### config.mk
export PLATFORM = sky130hd
export DESIGN_NAME = clct_cclut_builder_flat
export DESIGN_NICKNAME = d
export VERILOG_FILES = /design/src/rtl/clct_cclut_builder_if.sv /design/src/rtl/clct_cclut_builder.sv /design/src/flat_wrapper.sv
export SDC_FILE = /design/constraint.sdc
export NUM_CORES = 1
export LEC_CHECK = 0
export ABC_AREA = 1
export BUFFER_PORTS_ARGS = -buffer_cell sky130_fd_sc_hd__buf_2
export CAP_MARGIN = 20
export CORE_MARGIN = 5
export CORE_UTILIZATION = 45
export CTS_CLUSTER_SIZE = 14
export DETAILED_ROUTE_END_ITERATION = 10
export GPL_TIMING_DRIVEN = 0
export PLACE_DENSITY_LB_ADDON = 0.3
export SKIP_CTS_REPAIR_TIMING = 1
export SLEW_MARGIN = 20
export SYNTH_ARGS = -nofsm -noshare
export SYNTH_HDL_FRONTEND = slang
export SYNTH_SLANG_ARGS = --single-unit
### constraint.sdc
create_clock -name clock -period 3.9 [get_ports clock]
set_clock_uncertainty 0.15 [all_clocks]
set_input_delay 0.975 -clock clock [delete_from_list [all_inputs] [get_ports clock]]
set_output_delay 0.975 -clock clock [all_outputs]
set_load 0.03 [all_outputs]
### src/rtl/clct_cclut_builder_if.sv
// ============================================================================
// Module      : clct_cclut_builder_if
// Description : Candidate, LUT, threshold and CLCT output bundle between the
//               ccLUT pattern lookup stage and the CLCT builder.
// Revision    : 1.0 - initial release
// ============================================================================
`default_nettype none

interface clct_cclut_builder_if #(
  parameter int MXKEYB  = 8,
  parameter int MXHITB  = 3,
  parameter int MXPIDB  = 4,
  parameter int MXOFFSB = 4,
  parameter int MXBNDB  = 5,
  parameter int MXQLTB  = 9,
  parameter int MXCNTB  = 16
);
  // Pattern candidates, cycle N
  logic                     pat_vld0, pat_vld1;
  logic [MXKEYB-1:0]        hs_key0, hs_key1;
  logic [MXHITB+MXPIDB-1:0] pat00, pat01;
  // LUT words, cycle N+1
  logic [MXOFFSB-1:0]       offs0, offs1;
  logic [MXBNDB-1:0]        bend0, bend1;
  logic [MXQLTB-1:0]        quality0, quality1;
  // Static configuration and control
  logic [MXQLTB-1:0]        qlt_thresh;
  logic [MXHITB-1:0]        hit_thresh;
  logic                     cnt_clear;
  // Registered CLCT outputs
  logic                     clct0_vld, clct1_vld;
  logic [MXKEYB+1:0]        clct0_key, clct1_key;
  logic [MXBNDB-1:0]        clct0_bnd, clct1_bnd;
  logic [MXQLTB-1:0]        clct0_qlt, clct1_qlt;
  logic [MXPIDB-1:0]        clct0_pid, clct1_pid;
  logic [MXHITB-1:0]        clct0_hit, clct1_hit;
  logic                     lock_busy;
  logic [MXCNTB-1:0]        cnt_accept, cnt_reject;

  modport master (
    output pat_vld0, pat_vld1, hs_key0, hs_key1, pat00, pat01,
           offs0, offs1, bend0, bend1, quality0, quality1,
           qlt_thresh, hit_thresh, cnt_clear,
    input  clct0_vld, clct1_vld, clct0_key, clct1_key, clct0_bnd, clct1_bnd,
           clct0_qlt, clct1_qlt, clct0_pid, clct1_pid, clct0_hit, clct1_hit,
           lock_busy, cnt_accept, cnt_reject
  );

  modport slave (
    input  pat_vld0, pat_vld1, hs_key0, hs_key1, pat00, pat01,
           offs0, offs1, bend0, bend1, quality0, quality1,
           qlt_thresh, hit_thresh, cnt_clear,
    output clct0_vld, clct1_vld, clct0_key, clct1_key, clct0_bnd, clct1_bnd,
           clct0_qlt, clct1_qlt, clct0_pid, clct1_pid, clct0_hit, clct1_hit,
           lock_busy, cnt_accept, cnt_reject
  );
endinterface

`default_nettype wire

### src/rtl/clct_cclut_builder.sv
// ============================================================================
// Module      : clct_cclut_builder
// Description : Aligns the two best pattern candidates with their ccLUT words,
//               builds eighth-strip keys, applies thresholds and dead time,
//               orders the pair by quality and keeps accept/reject counters.
// Revision    : 1.0 - initial release
// ============================================================================
`default_nettype none

module clct_cclut_builder #(
  parameter int MXKEYB    = 8,
  parameter int NHS       = 224,
  parameter int MXHITB    = 3,
  parameter int MXPIDB    = 4,
  parameter int MXOFFSB   = 4,
  parameter int MXBNDB    = 5,
  parameter int MXQLTB    = 9,
  parameter int DEAD_TIME = 4,
  parameter int MXCNTB    = 16
) (
  input  logic               clock,
  input  logic               reset_n,
  clct_cclut_builder_if.slave bus
);

  localparam int PATB   = MXHITB + MXPIDB;
  localparam int KEYB   = MXKEYB + 2;
  // One guard bit above the signed key width so that half-strip keys beyond
  // NHS clamp high instead of wrapping negative.
  localparam int ESB    = MXKEYB + 4;
  localparam int ES_MAX = 4 * NHS - 1;
  localparam int SLOTB  = KEYB + MXBNDB + MXQLTB + MXPIDB + MXHITB;
  localparam int LOCKB  = (DEAD_TIME > 0) ? $clog2(DEAD_TIME + 1) : 1;
  localparam logic [LOCKB-1:0] C_DEAD = LOCKB'(DEAD_TIME);

  // es_key = 4*hs_key + offs - 8, clamped to [0, 4*NHS-1]
  function automatic logic [KEYB-1:0] es_key(input logic [MXKEYB-1:0] hs,
                                             input logic [MXOFFSB-1:0] offs);
    logic signed [ESB-1:0] raw;
    raw = $signed({2'b00, hs, 2'b00}) + $signed({{(ESB-MXOFFSB){1'b0}}, offs})
        - $signed(ESB'(8));
    if (raw[ESB-1])                          es_key = '0;
    else if (raw > $signed(ESB'(ES_MAX)))    es_key = KEYB'(ES_MAX);
    else                                     es_key = raw[KEYB-1:0];
  endfunction

  // Saturating add of 0..2 events
  function automatic logic [MXCNTB-1:0] sat_add(input logic [MXCNTB-1:0] cnt,
                                                input logic [1:0] inc);
    logic [MXCNTB:0] sum;
    sum = {1'b0, cnt} + {{(MXCNTB-1){1'b0}}, inc};
    sat_add = sum[MXCNTB] ? '1 : sum[MXCNTB-1:0];
  endfunction

  logic [1:0]        r_s0_vld;
  logic [MXKEYB-1:0] r_s0_key0, r_s0_key1;
  logic [PATB-1:0]   r_s0_pat0, r_s0_pat1;

  logic [LOCKB-1:0]  r_lock;
  logic              r_busy;
  logic              r_vld0, r_vld1;
  logic [SLOTB-1:0]  r_slot0, r_slot1;
  logic [MXCNTB-1:0] r_cnt_acc, r_cnt_rej;

  logic              w_pass0, w_pass1, w_swap;
  logic              w_vld0, w_vld1;
  logic [SLOTB-1:0]  w_cand0, w_cand1, w_slot0, w_slot1;
  logic [1:0]        w_n_acc, w_n_rej;
  logic [LOCKB-1:0]  w_lock_nxt;

  // Stage 0: capture the pattern candidates
  always_ff @(posedge clock or negedge reset_n) begin
    if (!reset_n) begin
      r_s0_vld  <= '0;
      r_s0_key0 <= '0;
      r_s0_key1 <= '0;
      r_s0_pat0 <= '0;
      r_s0_pat1 <= '0;
    end else begin
      r_s0_vld  <= {bus.pat_vld1, bus.pat_vld0};
      r_s0_key0 <= bus.hs_key0;
      r_s0_key1 <= bus.hs_key1;
      r_s0_pat0 <= bus.pat00;
      r_s0_pat1 <= bus.pat01;
    end
  end

  // Stage 1: merge with LUT words, qualify, order and compute lock/counter updates
  always_comb begin
    w_cand0 = {es_key(r_s0_key0, bus.offs0), bus.bend0, bus.quality0,
               r_s0_pat0[MXPIDB-1:0], r_s0_pat0[PATB-1 -: MXHITB]};
    w_cand1 = {es_key(r_s0_key1, bus.offs1), bus.bend1, bus.quality1,
               r_s0_pat1[MXPIDB-1:0], r_s0_pat1[PATB-1 -: MXHITB]};

    w_pass0 = r_s0_vld[0] && (r_s0_pat0[PATB-1 -: MXHITB] >= bus.hit_thresh)
              && (bus.quality0 >= bus.qlt_thresh) && (r_lock == '0);
    w_pass1 = r_s0_vld[1] && (r_s0_pat1[PATB-1 -: MXHITB] >= bus.hit_thresh)
              && (bus.quality1 >= bus.qlt_thresh) && (r_lock == '0);
    w_swap  = bus.quality1 > bus.quality0;

    w_vld0  = 1'b0;
    w_vld1  = 1'b0;
    w_slot0 = '0;
    w_slot1 = '0;
    if (w_pass0 && w_pass1) begin
      w_vld0  = 1'b1;
      w_vld1  = 1'b1;
      w_slot0 = w_swap ? w_cand1 : w_cand0;
      w_slot1 = w_swap ? w_cand0 : w_cand1;
    end else if (w_pass0) begin
      w_vld0  = 1'b1;
      w_slot0 = w_cand0;
    end else if (w_pass1) begin
      w_vld0  = 1'b1;
      w_slot0 = w_cand1;
    end

    w_n_acc = {1'b0, w_pass0} + {1'b0, w_pass1};
    w_n_rej = {1'b0, r_s0_vld[0] & ~w_pass0} + {1'b0, r_s0_vld[1] & ~w_pass1};

    if (w_pass0 || w_pass1)  w_lock_nxt = C_DEAD;
    else if (r_lock != '0)   w_lock_nxt = r_lock - 1'b1;
    else                     w_lock_nxt = r_lock;
  end

  // Output stage: registered CLCT pair, lockout state and event counters
  always_ff @(posedge clock or negedge reset_n) begin
    if (!reset_n) begin
      r_vld0    <= 1'b0;
      r_vld1    <= 1'b0;
      r_slot0   <= '0;
      r_slot1   <= '0;
      r_lock    <= '0;
      r_busy    <= 1'b0;
      r_cnt_acc <= '0;
      r_cnt_rej <= '0;
    end else begin
      r_vld0  <= w_vld0;
      r_vld1  <= w_vld1;
      r_slot0 <= w_slot0;
      r_slot1 <= w_slot1;
      r_lock  <= w_lock_nxt;
      r_busy  <= (w_lock_nxt != '0);
      if (bus.cnt_clear) begin
        r_cnt_acc <= '0;
        r_cnt_rej <= '0;
      end else begin
        r_cnt_acc <= sat_add(r_cnt_acc, w_n_acc);
        r_cnt_rej <= sat_add(r_cnt_rej, w_n_rej);
      end
    end
  end

  assign bus.clct0_vld = r_vld0;
  assign bus.clct1_vld = r_vld1;
  assign {bus.clct0_key, bus.clct0_bnd, bus.clct0_qlt, bus.clct0_pid, bus.clct0_hit} = r_slot0;
  assign {bus.clct1_key, bus.clct1_bnd, bus.clct1_qlt, bus.clct1_pid, bus.clct1_hit} = r_slot1;
  assign bus.lock_busy  = r_busy;
  assign bus.cnt_accept = r_cnt_acc;
  assign bus.cnt_reject = r_cnt_rej;

endmodule

`default_nettype wire

### src/flat_wrapper.sv
// flat-port wrapper written by rule: the top's interface ports become plain ports
module clct_cclut_builder_flat 
#(
  parameter int MXKEYB    = 8,
  parameter int NHS       = 224,
  parameter int MXHITB    = 3,
  parameter int MXPIDB    = 4,
  parameter int MXOFFSB   = 4,
  parameter int MXBNDB    = 5,
  parameter int MXQLTB    = 9,
  parameter int DEAD_TIME = 4,
  parameter int MXCNTB    = 16
)
  (clock, reset_n, bus_pat_vld0, bus_pat_vld1, bus_hs_key0, bus_hs_key1, bus_pat00, bus_pat01, bus_offs0, bus_offs1, bus_bend0, bus_bend1, bus_quality0, bus_quality1, bus_qlt_thresh, bus_hit_thresh, bus_cnt_clear, bus_clct0_vld, bus_clct1_vld, bus_clct0_key, bus_clct1_key, bus_clct0_bnd, bus_clct1_bnd, bus_clct0_qlt, bus_clct1_qlt, bus_clct0_pid, bus_clct1_pid, bus_clct0_hit, bus_clct1_hit, bus_lock_busy, bus_cnt_accept, bus_cnt_reject);
  clct_cclut_builder_if #(.MXKEYB(MXKEYB), .MXHITB(MXHITB), .MXPIDB(MXPIDB), .MXOFFSB(MXOFFSB), .MXBNDB(MXBNDB), .MXQLTB(MXQLTB), .MXCNTB(MXCNTB)) bus_i ();
  input  logic clock;
  input  logic reset_n;
  input wire logic [$bits(bus_i.pat_vld0)-1:0] bus_pat_vld0;
  input wire logic [$bits(bus_i.pat_vld1)-1:0] bus_pat_vld1;
  input wire logic [$bits(bus_i.hs_key0)-1:0] bus_hs_key0;
  input wire logic [$bits(bus_i.hs_key1)-1:0] bus_hs_key1;
  input wire logic [$bits(bus_i.pat00)-1:0] bus_pat00;
  input wire logic [$bits(bus_i.pat01)-1:0] bus_pat01;
  input wire logic [$bits(bus_i.offs0)-1:0] bus_offs0;
  input wire logic [$bits(bus_i.offs1)-1:0] bus_offs1;
  input wire logic [$bits(bus_i.bend0)-1:0] bus_bend0;
  input wire logic [$bits(bus_i.bend1)-1:0] bus_bend1;
  input wire logic [$bits(bus_i.quality0)-1:0] bus_quality0;
  input wire logic [$bits(bus_i.quality1)-1:0] bus_quality1;
  input wire logic [$bits(bus_i.qlt_thresh)-1:0] bus_qlt_thresh;
  input wire logic [$bits(bus_i.hit_thresh)-1:0] bus_hit_thresh;
  input wire logic [$bits(bus_i.cnt_clear)-1:0] bus_cnt_clear;
  output wire logic [$bits(bus_i.clct0_vld)-1:0] bus_clct0_vld;
  output wire logic [$bits(bus_i.clct1_vld)-1:0] bus_clct1_vld;
  output wire logic [$bits(bus_i.clct0_key)-1:0] bus_clct0_key;
  output wire logic [$bits(bus_i.clct1_key)-1:0] bus_clct1_key;
  output wire logic [$bits(bus_i.clct0_bnd)-1:0] bus_clct0_bnd;
  output wire logic [$bits(bus_i.clct1_bnd)-1:0] bus_clct1_bnd;
  output wire logic [$bits(bus_i.clct0_qlt)-1:0] bus_clct0_qlt;
  output wire logic [$bits(bus_i.clct1_qlt)-1:0] bus_clct1_qlt;
  output wire logic [$bits(bus_i.clct0_pid)-1:0] bus_clct0_pid;
  output wire logic [$bits(bus_i.clct1_pid)-1:0] bus_clct1_pid;
  output wire logic [$bits(bus_i.clct0_hit)-1:0] bus_clct0_hit;
  output wire logic [$bits(bus_i.clct1_hit)-1:0] bus_clct1_hit;
  output wire logic [$bits(bus_i.lock_busy)-1:0] bus_lock_busy;
  output wire logic [$bits(bus_i.cnt_accept)-1:0] bus_cnt_accept;
  output wire logic [$bits(bus_i.cnt_reject)-1:0] bus_cnt_reject;
  assign bus_i.pat_vld0 = bus_pat_vld0;
  assign bus_i.pat_vld1 = bus_pat_vld1;
  assign bus_i.hs_key0 = bus_hs_key0;
  assign bus_i.hs_key1 = bus_hs_key1;
  assign bus_i.pat00 = bus_pat00;
  assign bus_i.pat01 = bus_pat01;
  assign bus_i.offs0 = bus_offs0;
  assign bus_i.offs1 = bus_offs1;
  assign bus_i.bend0 = bus_bend0;
  assign bus_i.bend1 = bus_bend1;
  assign bus_i.quality0 = bus_quality0;
  assign bus_i.quality1 = bus_quality1;
  assign bus_i.qlt_thresh = bus_qlt_thresh;
  assign bus_i.hit_thresh = bus_hit_thresh;
  assign bus_i.cnt_clear = bus_cnt_clear;
  assign bus_clct0_vld = bus_i.clct0_vld;
  assign bus_clct1_vld = bus_i.clct1_vld;
  assign bus_clct0_key = bus_i.clct0_key;
  assign bus_clct1_key = bus_i.clct1_key;
  assign bus_clct0_bnd = bus_i.clct0_bnd;
  assign bus_clct1_bnd = bus_i.clct1_bnd;
  assign bus_clct0_qlt = bus_i.clct0_qlt;
  assign bus_clct1_qlt = bus_i.clct1_qlt;
  assign bus_clct0_pid = bus_i.clct0_pid;
  assign bus_clct1_pid = bus_i.clct1_pid;
  assign bus_clct0_hit = bus_i.clct0_hit;
  assign bus_clct1_hit = bus_i.clct1_hit;
  assign bus_lock_busy = bus_i.lock_busy;
  assign bus_cnt_accept = bus_i.cnt_accept;
  assign bus_cnt_reject = bus_i.cnt_reject;
  clct_cclut_builder #(.MXKEYB(MXKEYB), .NHS(NHS), .MXHITB(MXHITB), .MXPIDB(MXPIDB), .MXOFFSB(MXOFFSB), .MXBNDB(MXBNDB), .MXQLTB(MXQLTB), .DEAD_TIME(DEAD_TIME), .MXCNTB(MXCNTB)) u_core (.clock(clock), .reset_n(reset_n), .bus(bus_i));
endmodule
Yosys cells after proc, flatten, opt, wreduce, memory -nomap -nowiden --
Cells that the tools add are included.
Word-level totals: register bits after elaboration 132, latch bits 0, bits in writable memories 0, memory bits (read-only) 0, bits of input ports 83, output and inout port bits 97, word-level logic and storage cells 64, memories 0
Operators by class: add/subtract/negate cells 9, $mul 0, divide/modulo/power cells 0, magnitude comparators 7, equality and inequality tests 0, shift-type cells 0, muxes and demuxes 20, bitwise gates (word level) 4, reductions and logical operators 11
Operators with widths (number):
- $mux W31 | 6
- $mux W16 | 4
- $mux W10 | 4
- $add A16 B2 Y17 | 2
- $gt A12 B11 Y1 const B | 2
- $sub A12 B5 Y12 const B | 2
- $add A10 B4 Y11 | 2
- $ge A9 B9 Y1 | 2
- $gt A9 B9 Y1 | 1
- $logic_and A1 B1 Y1 | 7
- $ge A3 B3 Y1 | 2
- $mux W3 | 2
- $reduce_bool A3 Y1 | 2
- $add A1 B1 Y2 | 2
- $mux W1 | 4
- $logic_not A3 Y1 | 1
- $sub A3 B1 Y3 const B | 1
- $and A1 B1 Y1 | 2
- $not A1 Y1 | 2
- $logic_or A1 B1 Y1 | 1

Longest topological paths before layout --
Gate-level depths: netlist of run 1.
depth in word-level cells 10, gate-level depth with buffers 20, depth with buffers taken out 20

Worst setup path after synthesis of run 1 --
Ideal clock, no wire load.
kind input to register, start point input bus_qlt_thresh[8], end point register u_core.r_cnt_rej[14], in the netlist u_core.bus.cnt_reject[14], library setup time 120 ps, arrival time 3641 ps, required time 3630 ps, path slack -11 ps, stages on the path 18, path buffers 0, cell sequence inv_1 > ha_1 > a21oi_1 > o21a_1 > nand4_1 > nand2_2 > inv_1 > nor2_1 > fa_1 > ha_1 > nand3_1 > nor3b_1 > nand2_1 > nor2_1 > nand4_1 > xnor2_1 > o21ai_0 > inv_1
On the way: word-level cells in the longest chain between the ends 9, elaborated cells between the ends (all ways) 14, classes of those cells add/sub: 2; order compare: 2; mux: 2; bitwise: 4; reduce/logical: 4
Ends and longest elaborated chain:
- start: declaration | line flat_wrapper.sv:30 | input wire logic [$bits(bus_i.qlt_thresh)-1:0] bus_qlt_thresh;
- $ge A9 B9 Y1, on equally long branches | line clct_cclut_builder.sv:96, clct_cclut_builder.sv:98
- $logic_and A1 B1 Y1, on equally long branches (2 in a row) | line clct_cclut_builder.sv:96, clct_cclut_builder.sv:98
- $not A1 Y1 | line clct_cclut_builder.sv:119 | w_n_rej = {1'b0, r_s0_vld[0] & ~w_pass0} + {1'b0, r_s0_vld[1] & ~w_pass1};
- $and A1 B1 Y1 | line clct_cclut_builder.sv:119
- $add A1 B1 Y2 (*) | line clct_cclut_builder.sv:119
- $add A16 B2 Y17 (*) | line clct_cclut_builder.sv:51 | sum = {1'b0, cnt} + {{(MXCNTB-1){1'b0}}, inc};
- $mux W16 (*) | line clct_cclut_builder.sv:52 | sat_add = sum[MXCNTB] ? '1 : sum[MXCNTB-1:0];
- $mux W16 (*) | line clct_cclut_builder.sv:144 | if (bus.cnt_clear) begin
- end signal: assignment | line clct_cclut_builder.sv:149 | r_cnt_rej <= sat_add(r_cnt_rej, w_n_rej);
- end: declaration | line clct_cclut_builder.sv:63 | logic [MXCNTB-1:0] r_cnt_acc, r_cnt_rej;
Every way passes the cells marked *; elsewhere a longest branch is shown, timed or not.

Worst setup path after layout of run 1 --
Ends and elaborated chain as after synthesis.

==> impl_metrics.toml, run 1 <==
[critical_path]
path_buf_inv = 4
start_kind = "input pin"
crit_required_ns = 4.07
critPathTopFamily = "simple AND/OR/NAND/NOR gates"
worstSetupPathType = "in -> reg"
worst_path_max_delay_cell = "ha_1"
cp_slowest_stage_delay_ns = 0.33
crit_path_cell_trace = "buf_2 > inv_1 > ha_1 > a21oi_1 > o21a_1 > nand4_1 > nand2_2 > clkinv_4 > nor2_1 > fa_1 > ha_1 > nand3_2 > nor3b_4 > nand2_2 > nor2_4 > nand4_1 > xnor2_1 > o21ai_0 > inv_1"
crit_arrival_ns = 3.86
crit_path_end_kind = "flop"
critPathMaxFanout = 10

[yosys]
synth_top_area_cell = "dfrtp_1"
synthDistinctLibCells = 38
synth.cell_area_mm2 = 0.00735
synthTopCellsByArea = "dfrtp_1, nand2_1, ha_1, nand3_1, inv_1"
yosysMostFrequentCell = "nand2_1"
synthFlopType = "dfrtp_1"
synth_cells = 872
yosysSeqAreaShare_pct = 45.0
netlist_top_cells_count = "nand2_1, dfrtp_1, inv_1"
yosysWarnings = 0
yosysTopAreaCellShare_pct = 45.0
synth_edf_count = 0
ys_ff_latch = 132
synth_async_sr_flop_share_pct = 100
synth.net_count = 1003
avgSynthCellArea_um2 = 8.42

[final_layout]
diodes = 0
final_area_mm2 = 0.00935
area_delta_synth_final_pct = 27.2
instances_no_fill = 1304
layout-drive-gt1-share_pct = 25.8
final_net_count = 1208

[run]
maxCapViolCount = 0

[sta]
relSlewSlack_pct = 55.7
holdWs_ns = 0.262
max_clock_freq_mhz = 271
layout_min_cycle_time_ns = 3.69
fin_tns_setup_ns = 0
fin_crit_sh_pct = 94.7
hold_viol_final = 0
setup_violations = 0
worst_slew_pin_slew_ns = 0.664
final_max_slew_viol_count = 0

[place]
dp_cells = 1268
gp_congestion = 0.901
dp_hpwl_mm = 14.8
numPortBuffers = 179
placed_cell_area_mm2 = 0.00855

[power_and_ir_drop]
p_switching_uw = 1100
ir_worst_vdd_mv = 0.320
p_seq_share_pct = 36.9
p_clk_share_pct = 46.3
combPwrFrac_pct = 16.8
switching_share_pct = 27.3
p_per_area_mw_per_mm2 = 432
leakage_uw = 0.00529
power_uw = 4040
intPower_uw = 2940

[detailed_routing]
dr.pass1.iters = 5
drtAntennaViolNets = 0
drc = 0
post_drt_wl_per_cell_um = 15.0
drt_iter0_drc = 448
totalWireLength_mm = 19.6
route.vias.total = 6708
viasPerCell = 5.14

[hold_path]
hold_class = "in -> async"

[clock_network]
root_buffer = "clkbuf_16"
max-clock-path-buffers = 2
clk_latency_ns = 0.43
numClockSinks = 132
cts_tree = "yes"
htreeDepth = 4
numCtsBuffers = 17
cts.clk_slew.worst_paths_ns = 0.06

[global_routing]
grt_pass1_wl_mm = 30.8
grt_max_degree = 98
antenna_found_initial = 2
grt.overflow.total = 0
grt_pass1_vias = 6308
track_usage_pct = 21.0

[floorplan]
core-area_mm2 = 0.0159
die_h_um = 138
num_io_pins = 180
fp-row-count = 46
die_w_um = 138
start_util_pct = 46.1
die_area_mm2 = 0.0190

[outcome]
status = "complete, no violations"
[placed cells by master (no fill, tap or decap), types with 8 or more instances in the layout]
| cell type | instances |
|---|---|
| buf_2 | 187 |
| clkbuf_1 | 9 |
| ha_1 | 44 |
| nand3_2 | 10 |
| nand2_2 | 9 |
| inv_1 | 122 |
| xor2_1 | 24 |
| buf_4 | 10 |
| clkbuf_16 | 17 |
| nor3_1 | 9 |
| a22oi_1 | 20 |
| a21oi_1 | 36 |
| dfrtp_1 | 132 |
| nand2_1 | 185 |
| nor2_1 | 41 |
| nand4_1 | 27 |
| o21ai_0 | 23 |
| nor2_2 | 8 |
| nand3_1 | 95 |
[state kept, by name, indices dropped and copies added, names as in the netlist]
register / count
u_core.r_s0_key1: 8
u_core.r_s0_pat0: 7
u_core.r_lock: 3
u_core.bus.clct1_vld: 1
u_core.r_slot1: 31
u_core.bus.cnt_reject: 16
u_core.r_s0_key0: 8
u_core.bus.lock_busy: 1
u_core.bus.cnt_accept: 16
u_core.bus.clct0_vld: 1
u_core.r_s0_pat1: 7
u_core.r_s0_vld: 2
u_core.r_slot0: 31
[power groups by stage]
| stage | Sequential [µW] | Clock [µW] | Combinational (µW) |
|---|---|---|---|
| 3_5_place_dp | 1520 | 0 | 672 |
| 3_3_place_gp | 1510 | 0 | 659 |
| 5_1_grt | 1500 | 1970 | 760 |
| 4_1_cts | 1490 | 1890 | 678 |
| 2_1_floorplan | 1610 | 0 | 341 |
| 6_report | 1490 | 1870 | 678 |
[worst register-to-register path: stages, from the launching register on]
cell	delay [ns]
dfrtp_1	0.40
ha_1	0.32
a21oi_1	0.14
o211ai_1	0.11
nand3_1	0.08
inv_1	0.06
nand2_2	0.11
clkinv_4	0.12
nor2_1	0.16
fa_1	0.21
ha_1	0.20
nand3_2	0.13
nor3b_4	0.25
nand2_2	0.11
nor2_4	0.17
nand4_1	0.12
xnor2_1	0.14
o21ai_0	0.14
inv_1	0.05
[layout make-up]
class	count	area, µm²
Clock buffer	17	425
Sequential cell	132	3300
Multi-Input combinational cell	587	3500
Fill cell	1462	6600
Clock inverter	13	258
Inverter	131	500
Timing Repair Buffer	186	978
Tap cell	216	270
Buffer	22	109
[cells by family (layout without fill, tap and decap cells)]
kind of cell | count (synthesis) | count (layout) | share of synthesized area, %
flip-flops | 132 | 132 | 45.0
XOR/XNOR | 30 | 30 | 3.58
adder cells (fa/ha/maj) | 48 | 48 | 8.58
buffers and inverters | 153 | 369 | 8.18
AO/OA/AOI/OAI | 105 | 105 | 8.91
AND/OR/NAND/NOR | 404 | 404 | 25.8
[per-stage QoR]
| stage | setup slack, ns | utilization (%) |
|---|---|---|
| floorplan | 0.0920 | - |
| global placement | -0.620 | 53.4 |
| detailed placement | -0.732 | 53.7 |
| CTS | -0.305 | 57.9 |
| global route | -0.0300 | 58.6 |
| finish | 0.207 | 58.6 |
[metal layers]
| metal | vias to the layer above | GRT usage (%) | part of all wire, % |
|---|---|---|---|
| met5 | - | 0 | 0.11 |
| met4 | 4 | 5.49 | 1.1 |
| met3 | 23 | 7.74 | 9.8 |
| met2 | 257 | 33.7 | 47 |
| met1 | 3136 | 26.8 | 42 |
| li1 | 3288 | - | - |
[worst paths after layout]
kind,from,endpoint,slack [ns],depth (start not counted)
setup / recovery,bus_qlt_thresh[8],u_core.bus.cnt_reject[14],0.21,19
hold / removal,reset_n,u_core.r_slot1[23],0.26,1
setup reg to reg,u_core.r_s0_pat0[6],u_core.bus.cnt_reject[14],0.63,18
hold reg to reg,u_core.r_s0_pat1[4],u_core.r_slot0[0],0.35,2
max in group asynchronous,reset_n,u_core.bus.cnt_reject[7],2.59,2
min in group clock,u_core.r_s0_pat1[4],u_core.r_slot0[0],0.35,2
Power figures use the tool's default switching activity.
==> run 2: changes to the inputs <==
- GPL_TIMING_DRIVEN: 0 -> 1
==> run 2 against run 1 <==
Effect of this change:
- clock-buffer cell count up 8
- core utilization up 0.15 points
- fmax up 4.3%
- total power down 4.3%
- first-iteration DRC count up 2.7%
- final cell count up 1.1%
- highest routed layer unchanged
==> impl_metrics.toml, run 2 (synthesis gave the netlist of run 1 again) <==
[global_routing]
grt.overflow.total = 0
grt_max_degree = 71
track_usage_pct = 20.3
grt_pass1_wl_mm = 30.3
antenna_found_initial = 2
grt_pass1_vias = 6372

[sta]
rsz0062_at_grt = "true"
max_clock_freq_mhz = 283
relSlewSlack_pct = 57.1
worst_slew_pin_slew_ns = 0.644
final_max_slew_viol_count = 0
layout_min_cycle_time_ns = 3.54
setup_violations = 0
hold_viol_final = 0
fin_crit_sh_pct = 90.8

[critical_path]
cp_slowest_stage_delay_ns = 0.31
start_kind = "input pin"
crit_arrival_ns = 3.75
regToRegSetupSlack_ns = 0.73
r2r_cells = 19
crit_path_end_kind = "flop"
critPathMaxFanout = 5
crit_required_ns = 4.11
crit_path_cell_trace = "buf_2 > inv_1 > ha_1 > nand2_1 > o21ai_0 > nand2_1 > nand4_1 > nand2_2 > inv_1 > fa_1 > ha_1 > nand2_1 > nor3_1 > nand3_1 > nor2_1 > nand3_1 > nor2_1 > nand2_1 > inv_1 > o21ai_0 > inv_1"
reg2reg_from = "u_core.r_s0_pat0[6]"
worstSetupPathType = "in -> reg"
worst_path_max_delay_cell = "ha_1"
rr_endpoint = "u_core.bus.cnt_accept[11]"

[hold_path]
min_path_cells = 2
hold_class = "reg -> reg"
hold-path-endpoint = "u_core.r_slot0[4]"
hold_path_startpoint = "u_core.r_s0_pat1[1]"

[floorplan]
die_h_um = 138
num_io_pins = 180
fp-row-count = 46
core-area_mm2 = 0.0159
die_w_um = 138
start_util_pct = 46.1
die_area_mm2 = 0.0190

[final_layout]
final_area_mm2 = 0.00937
layout_commonest_cell = "nand2_1"
final_cell_mix = "nand2_1, buf_2, dfrtp_1"
layout-drive-gt1-share_pct = 26.9
final_net_count = 1220
area_delta_synth_final_pct = 27.6
diodes = 0
reg.largest.list = "u_core.r_slot0: 31 flops, u_core.r_slot1: 31 flops"
post-route-util_pct = 58.8

[clock_network]
max-clock-path-buffers = 2
cts_tree = "yes"
numCtsBuffers = 17
cts.clk_slew.worst_paths_ns = 0.06
htreeDepth = 4
root_buffer = "clkbuf_16"
numClockSinks = 132
clk_latency_ns = 0.42

[place]
numPortBuffers = 179
placed_cell_area_mm2 = 0.00873
gp_congestion = 0.887
dp_hpwl_mm = 14.3

[detailed_routing]
drtAntennaViolNets = 0
dr.pass1.iters = 5
viasPerCell = 5.02
post_drt_wl_per_cell_um = 14.2
route.vias.total = 6614
drt_iter0_drc = 460
drc = 0
totalWireLength_mm = 18.8

[run]
maxCapViolCount = 0

[power_and_ir_drop]
power_uw = 3860
leakage_uw = 0.00530
ir_worst_vdd_mv = 0.303
p_per_area_mw_per_mm2 = 412

[outcome]
status = "complete, no violations"
==> run 2: changes by cell type in the layout (fill, tap and decap cells not counted), moves of 2 or more <==
cell,delta
clkbuf_1,-7
buf_2,-9
clkbuf_8,+6
clkinv_4,-5
buf_4,+31
inv_1,+2
bufinv_16,-4
nand2_1,+2
==> run 2: final cells by class <==
class                      instances  area (µm²)
fill                            1443        6570
multi-input combinational        587        3460
sequential                       132        3300
timing repair buffer             220        1210
clock buffer                      25         515
inverter                         131         492
tap                              216         270
clock inverter                     7         118
==> run 2: stage by stage <==
stage	cells	hold WS (ns)	TNS [ns]	setup slack (ns)
floorplan	872	0.321	0	0.0920
global placement	1286	0.339	0	0.0217
detailed placement	1286	0.336	-0.604	-0.0980
CTS	1318	0.350	0	0.340
global route	1318	0.382	0	0.0141
finish	1318	0.351	0	0.361
==> run 2: critical path: cells and delay by family <==
family	cells	cell delay (ns)
buf+inv	5	0.45
compound gates	2	0.29
simple gates	11	1.27
fa+ha+maj	3	0.74
==> run 2: how the worst max path moves through the flow <==
stage | end | slack [ns] | start | cells past startpoint
3_5_place_dp | u_core.bus.cnt_accept[14] | -0.1 | bus_qlt_thresh[4] | 20
3_3_place_gp | u_core.bus.cnt_reject[14] | 0.02 | bus_qlt_thresh[4] | 20
5_1_grt | u_core.bus.cnt_reject[14] | 0.01 | bus_qlt_thresh[4] | 20
2_1_floorplan | u_core.bus.cnt_reject[14] | 0.09 | bus_qlt_thresh[8] | 18
4_1_cts | u_core.bus.cnt_reject[14] | 0.34 | bus_qlt_thresh[8] | 19
6_report | u_core.bus.cnt_accept[11] | 0.36 | bus_qlt_thresh[4] | 21
==> run 2: report_power, final <==
part           leakage, µW  total [µW]  internal [µW]  switching [µW]
Clock             0.000302        1690           1110             584
Combinational      0.00325         683            240             444
Sequential         0.00176        1490           1450            40.7
Total              0.00530        3860           2800            1070
==> run 2: per-layer routing <==
metal  wire (µm)  track usage, %  vias up
met3        1620            7.01       33
met5          25               0        -
met1        8230            26.9     3069
met4         312            6.53        4
li1            -               -     3299
met2        8580            31.2      209
